`src/rtl/skew_pkg.sv`:
```
// Shared definitions for the skew delay array.
// Holds the per-lane depth rule, the total stage count and the lane entry layout.
// Configuration macro: SKEW_DELAY_REVERSE_EN selects the de-skew direction, in
// which the last lane is the shortest and lane 0 the longest.
package skew_pkg;

    // Reference {valid, data} layout. Lanes flatten entries in this same
    // ordering (valid in the MSB) at their own DATA_WIDTH.
    localparam int unsigned LANE_DATA_WIDTH = 32;

    typedef struct packed {
        logic                       valid;
        logic [LANE_DATA_WIDTH-1:0] data;
    } lane_entry_t;

    // Delay of one lane in advancing cycles.
    function automatic int unsigned lane_depth(input int unsigned lane,
                                               input int unsigned num_lanes,
                                               input int unsigned base_depth,
                                               input int unsigned skew_step);
`ifdef SKEW_DELAY_REVERSE_EN
        return base_depth + (num_lanes - 1 - lane) * skew_step;
`else
        return (lane < num_lanes) ? base_depth + lane * skew_step : base_depth;
`endif
    endfunction

    // Sum of all lane depths; sizes the in-flight counter.
    function automatic int unsigned total_stages(input int unsigned num_lanes,
                                                 input int unsigned base_depth,
                                                 input int unsigned skew_step);
        int unsigned sum;
        sum = 0;
        for (int unsigned i = 0; i < num_lanes; i++) begin
            sum += lane_depth(i, num_lanes, base_depth, skew_step);
        end
        return sum;
    endfunction

endpackage

```
`src/rtl/skew_lane.sv`:
```
// Single lane of the skew delay array: a DEPTH-stage {valid, data} shift chain.
// Ports:
//   clk, rst      rising-edge clock, synchronous active-high reset (clears all)
//   advance       shift enable; 0 holds every stage
//   flush         clears valid bits only, priority over advance
//   in_entry      {valid, data} loaded into stage 0 on an advancing edge
//   out_entry     {valid, data} of the last stage
module skew_lane #(
    parameter int unsigned DEPTH      = 1,
    parameter int unsigned DATA_WIDTH = 32
) (
    input  logic                  clk,
    input  logic                  rst,
    input  logic                  advance,
    input  logic                  flush,
    input  logic [DATA_WIDTH:0]   in_entry,
    output logic [DATA_WIDTH:0]   out_entry
);

    logic                  valid_q [DEPTH];
    logic                  valid_d [DEPTH];
    logic [DATA_WIDTH-1:0] data_q  [DEPTH];
    logic [DATA_WIDTH-1:0] data_d  [DEPTH];

    // Next-state of the chain: flush drops valids but keeps data.
    always_comb begin
        valid_d = valid_q;
        data_d  = data_q;
        if (flush) begin
            for (int unsigned k = 0; k < DEPTH; k++) begin
                valid_d[k] = 1'b0;
            end
        end else if (advance) begin
            valid_d[0] = in_entry[DATA_WIDTH];
            data_d[0]  = in_entry[DATA_WIDTH-1:0];
            for (int unsigned k = 1; k < DEPTH; k++) begin
                valid_d[k] = valid_q[k-1];
                data_d[k]  = data_q[k-1];
            end
        end
    end

    // Stage registers.
    always_ff @(posedge clk) begin
        if (rst) begin
            for (int unsigned k = 0; k < DEPTH; k++) begin
                valid_q[k] <= 1'b0;
                data_q[k]  <= '0;
            end
        end else begin
            valid_q <= valid_d;
            data_q  <= data_d;
        end
    end

    assign out_entry = {valid_q[DEPTH-1], data_q[DEPTH-1]};

endmodule

```
`src/rtl/skew_delay_array.sv`:
```
// Multi-lane skewing delay buffer placed at the systolic array edge.
// Lane i delays its operand by lane_depth(i) advancing cycles so the wavefront
// reaches successive PE rows one step apart. Tracks stored valid entries.
// Configuration macro: SKEW_DELAY_REVERSE_EN (de-skew direction, see skew_pkg).
// Ports:
//   clk, rst      rising-edge clock, synchronous active-high reset
//   advance       global shift enable (0 = stall, inputs ignored)
//   flush         clears all valid bits and the in-flight count
//   valid_in      per-lane input valid
//   data_in       lane i at [i*DATA_WIDTH +: DATA_WIDTH]
//   valid_out     per-lane valid from each lane's last stage
//   data_out      per-lane payload, same packing as data_in
//   inflight      number of valid entries currently stored
//   empty         high when inflight is zero
module skew_delay_array
    import skew_pkg::*;
#(
    parameter int unsigned DATA_WIDTH = 32,
    parameter int unsigned NUM_LANES  = 8,
    parameter int unsigned BASE_DEPTH = 1,
    parameter int unsigned SKEW_STEP  = 1,
    localparam int unsigned TOTAL_STAGES = total_stages(NUM_LANES, BASE_DEPTH, SKEW_STEP),
    localparam int unsigned CNT_W        = $clog2(TOTAL_STAGES + 1)
) (
    input  logic                            clk,
    input  logic                            rst,
    input  logic                            advance,
    input  logic                            flush,
    input  logic [NUM_LANES-1:0]            valid_in,
    input  logic [NUM_LANES*DATA_WIDTH-1:0] data_in,
    output logic [NUM_LANES-1:0]            valid_out,
    output logic [NUM_LANES*DATA_WIDTH-1:0] data_out,
    output logic [CNT_W-1:0]                inflight,
    output logic                            empty
);

    logic [DATA_WIDTH:0] lane_out [NUM_LANES];
    logic [CNT_W-1:0]    pop_in_c;
    logic [CNT_W-1:0]    pop_out_c;
    logic [CNT_W-1:0]    inflight_q;
    logic [CNT_W-1:0]    inflight_d;
    logic                empty_q;
    logic                empty_d;

    // One delay chain per lane, depth taken from the shared depth rule.
    for (genvar i = 0; i < NUM_LANES; i++) begin : g_lane
        localparam int unsigned DEPTH = lane_depth(i, NUM_LANES, BASE_DEPTH, SKEW_STEP);

        skew_lane #(
            .DEPTH      (DEPTH),
            .DATA_WIDTH (DATA_WIDTH)
        ) u_lane (
            .clk       (clk),
            .rst       (rst),
            .advance   (advance),
            .flush     (flush),
            .in_entry  ({valid_in[i], data_in[i*DATA_WIDTH +: DATA_WIDTH]}),
            .out_entry (lane_out[i])
        );

        assign valid_out[i]                          = lane_out[i][DATA_WIDTH];
        assign data_out[i*DATA_WIDTH +: DATA_WIDTH] = lane_out[i][DATA_WIDTH-1:0];
    end

    // Entries accepted minus entries consumed on an advancing edge. The sum is
    // modular but the final value always fits, since it is bounded by TOTAL_STAGES.
    always_comb begin
        pop_in_c  = '0;
        pop_out_c = '0;
        for (int unsigned i = 0; i < NUM_LANES; i++) begin
            pop_in_c  = pop_in_c  + CNT_W'(valid_in[i]);
            pop_out_c = pop_out_c + CNT_W'(valid_out[i]);
        end
        inflight_d = inflight_q;
        if (flush) begin
            inflight_d = '0;
        end else if (advance) begin
            inflight_d = inflight_q + pop_in_c - pop_out_c;
        end
        empty_d = (inflight_d == '0);
    end

    // Counter and empty flag registers.
    always_ff @(posedge clk) begin
        if (rst) begin
            inflight_q <= '0;
            empty_q    <= 1'b1;
        end else begin
            inflight_q <= inflight_d;
            empty_q    <= empty_d;
        end
    end

    assign inflight = inflight_q;
    assign empty    = empty_q;

endmodule

```
`config.mk`:
```
export PLATFORM = sky130hd
export DESIGN_NAME = skew_delay_array
export DESIGN_NICKNAME = d
export VERILOG_FILES = /design/src/rtl/skew_pkg.sv /design/src/rtl/skew_lane.sv /design/src/rtl/skew_delay_array.sv
export SDC_FILE = /design/constraint.sdc
export NUM_CORES = 2
export LEC_CHECK = 0
export ABC_AREA = 1
export BUFFER_PORTS_ARGS = -buffer_cell sky130_fd_sc_hd__buf_2
export CAP_MARGIN = 10
export CELL_PAD_IN_SITES_DETAIL_PLACEMENT = 1
export CELL_PAD_IN_SITES_GLOBAL_PLACEMENT = 1
export CORE_MARGIN = 3
export CORE_UTILIZATION = 46
export DETAILED_ROUTE_END_ITERATION = 10
export GPL_TIMING_DRIVEN = 0
export PLACE_DENSITY_LB_ADDON = 0.3
export REMOVE_ABC_BUFFERS = 1
export SLEW_MARGIN = 15
export SYNTH_ARGS = -nofsm -noshare
export SYNTH_HDL_FRONTEND = slang
export SYNTH_SLANG_ARGS = --single-unit
```
`constraint.sdc`:
```
create_clock -name clk -period 6.7 [get_ports clk]
set_input_delay 0.67 -clock clk [delete_from_list [all_inputs] [get_ports clk]]
set_output_delay 0.67 -clock clk [all_outputs]
set_load 0.005 [all_outputs]
```
==> flow_summary.toml <==
[status]
status = "finished, final reports clean"

[clock_network]
clock_latency_ps = 730
cts_made_buffers = 130
cts_sinks = 1195
cts_tree = "built"
path_clk_slew_ps = 60
clock-root-buffer = "clkbuf_16"
clockBufferDepth = 3
postCtsSetupRepairBufs = 0
cts_resized = 0
h-tree-depth = 4
postCtsHoldBufs = 0

[run]
maxCapViolCount = 0

[grt]
met2_usage_pct = 35.7
grtUsageMet3_pct = 5.43
grt_pass1_wl_um = 173000
use_met1_pct = 24.8
grt_overflow = 0
grt_max_degree = 206
grt_use_total_pct = 21.0
grt-busiest-layer = "met2"
grt_pass1_vias = 34900
antenna_found_initial = 32

[finish]
finalNonFillerCells = 6931
area_delta_synth_final_pct = 14.7
post-route-cell-area_mm2 = 0.0491
layout_commonest_cell = "nor2_1"
final_cell_mix = "2313 x nor2_1, 1195 x dfxtp_1, 1105 x o21ai_0"
layout-drive-gt1-share_pct = 13.8
finalNetCount = 5855
final_util_pct = 53.4

[pwr]
p_per_area_mw_per_mm2 = 329
p_leak_nw = 22.9
ir_worst_vdd_mv = 0.221

[worst_hold_path]
min_to = "g_lane[0].u_lane.data_q[24]"
hold_depth = 3
min-delay-start = "data_in[24]"
min_path_type = "in2reg"

[placement]
dp.cells = 6678
io_buffers = 538
placed_area_mm2 = 0.0449
gp_congestion = 0.778
dp_hpwl_um = 60700
dpl_worst_slack_ps = 2050

[logic_synthesis]
synth-seq-area-share_pct = 55.9
syn-instance-count = 5476
ys_warn_count = 0
syn_area_mm2 = 0.0428
syn_area_per_cell_um2 = 7.82
synth_seq_cells = 1195
yosysUniqueCellTypes = 19

[detailed_routing]
wirelength_um = 105000
viasPerCell = 5.03
vias = 34800
dr.pass1.iters = 5
drt_iter0_drc = 2404
drc_errors = 0
avgRoutedWirePerCell_um = 15.2
antenna_left = 0

[sta]
hold_viol_final = 0
maxSlewHeadroom_pct = 26.8
period_share_pct = 62.3
max_freq_mhz = 240
finalSetupViolCount = 0
tns_ps = 0
finalMaxSlewViolations = 0
rsz0062_at_grt = "no"
worstMarginPinSlew_ps = 1090
skew_ps = 24.0
fin_ws_ps = 2530
min_period_ps = 4170

[worst_setup_path]
critical_path_class = "reg2reg"
reg2reg_slack_ps = 2530
required_ps = 7310
critical_path_arrival_ps = 4780
startpoint_type = "register"
r2r_start = "g_lane[1].u_lane.out_entry[32]"
startpoint = "g_lane[1].u_lane.out_entry[32]"
worst-path-max-fanout = 3
crit_path_end_kind = "register"
reg2reg_to = "empty"
r2r_cells = 15

[die]
start_util_pct = 46.6
dieArea_mm2 = 0.0968
fp.dieW_um = 311
die_height_um = 311
rows = 111
ios = 539
core_area_mm2 = 0.0919
-- registers in the layout, summed over array words and instances, names as in the netlist --
register,flops
g_lane.u_lane.valid_q,29
g_lane.u_lane.out_entry,231
inflight,6
g_lane.u_lane.data_q,928
empty,1
-- worst max-delay path, stage by stage, from the launching register on --
cell and delay, ps:
dfxtp_1 340, fa_1 590, fa_1 450, fa_1 520, inv_1 50, fa_1 480, fa_1 380, ha_1 210
inv_1 70, fa_1 420, nand2_1 90, o21ai_0 120, nand3_1 130, a21oi_1 80, nand2_1 80, nor2_1 40
-- synthesized netlist by cell type (all sizes together) --
| master | instances | area, um^2 |
|---|---|---|
| a211oi | 2 | 15.0 |
| a21oi | 38 | 190 |
| buf | 351 | 2340 |
| clkbuf | 275 | 1030 |
| dfxtp | 1195 | 23900 |
| fa | 13 | 260 |
| ha | 7 | 87.6 |
| inv | 42 | 160 |
| nand2 | 65 | 244 |
| nand3 | 7 | 35.0 |
| nor2 | 2314 | 8690 |
| o21ai | 1166 | 5840 |
| or2 | 1 | 6.26 |
-- metal layers --
| metal | routed length, um | share of wire, % |
|---|---|---|
| met1 | 44800 | 43 |
| met2 | 51400 | 49 |
| met3 | 5220 | 5.0 |
| met4 | 3730 | 3.5 |
| met5 | 107 | 0.10 |
-- final cells by class --
type	count	area [um^2]
repair buffers	585	3830
multi-input cells	3613	15400
fillers	11300	42800
clock inverters	34	402
clock buffers	195	3810
flip-flops and latches	1195	23900
well taps	1243	1560
diodes	24	60.1
inverters	42	181
-- where the power goes --
part	switching, mW	internal (mW)
clock	2.87	4.18
sequential	0.210	7.56
combinational	0.835	0.516
total	3.92	12.2
-- worst max path at each step --
stage / to / slack [ps] / cells past startpoint
after floorplan: g_lane[0].u_lane.data_q[0] / -21490 / 5
after global placement: g_lane[4].u_lane.data_q[141] / -59780 / 6
after detailed placement: g_lane[1].u_lane.out_entry[2] / 2050 / 11
after CTS: empty / 2510 / 15
after global routing: empty / 2340 / 15
final: empty / 2530 / 15
-- per-stage QoR --
step / power [mW] / hold WS, ps
after global placement: 9.36 / 443
after global routing: 17.0 / 126
final: 16.2 / 164
after floorplan: 8.86 / 436
after CTS: 16.4 / 101
after detailed placement: 9.25 / 452
-- cells by family (layout without fill, tap and decap cells) --
logic type	Yosys count	after routing	synth area share (%)
compound gates	1206	1206	14.1
fa+ha+maj	20	20	0.812
buf+inv	668	856	8.25
flops	1195	1195	55.9
other cells	0	24	0
simple gates	2387	2387	21.0
(Power assumes the default switching activity.)
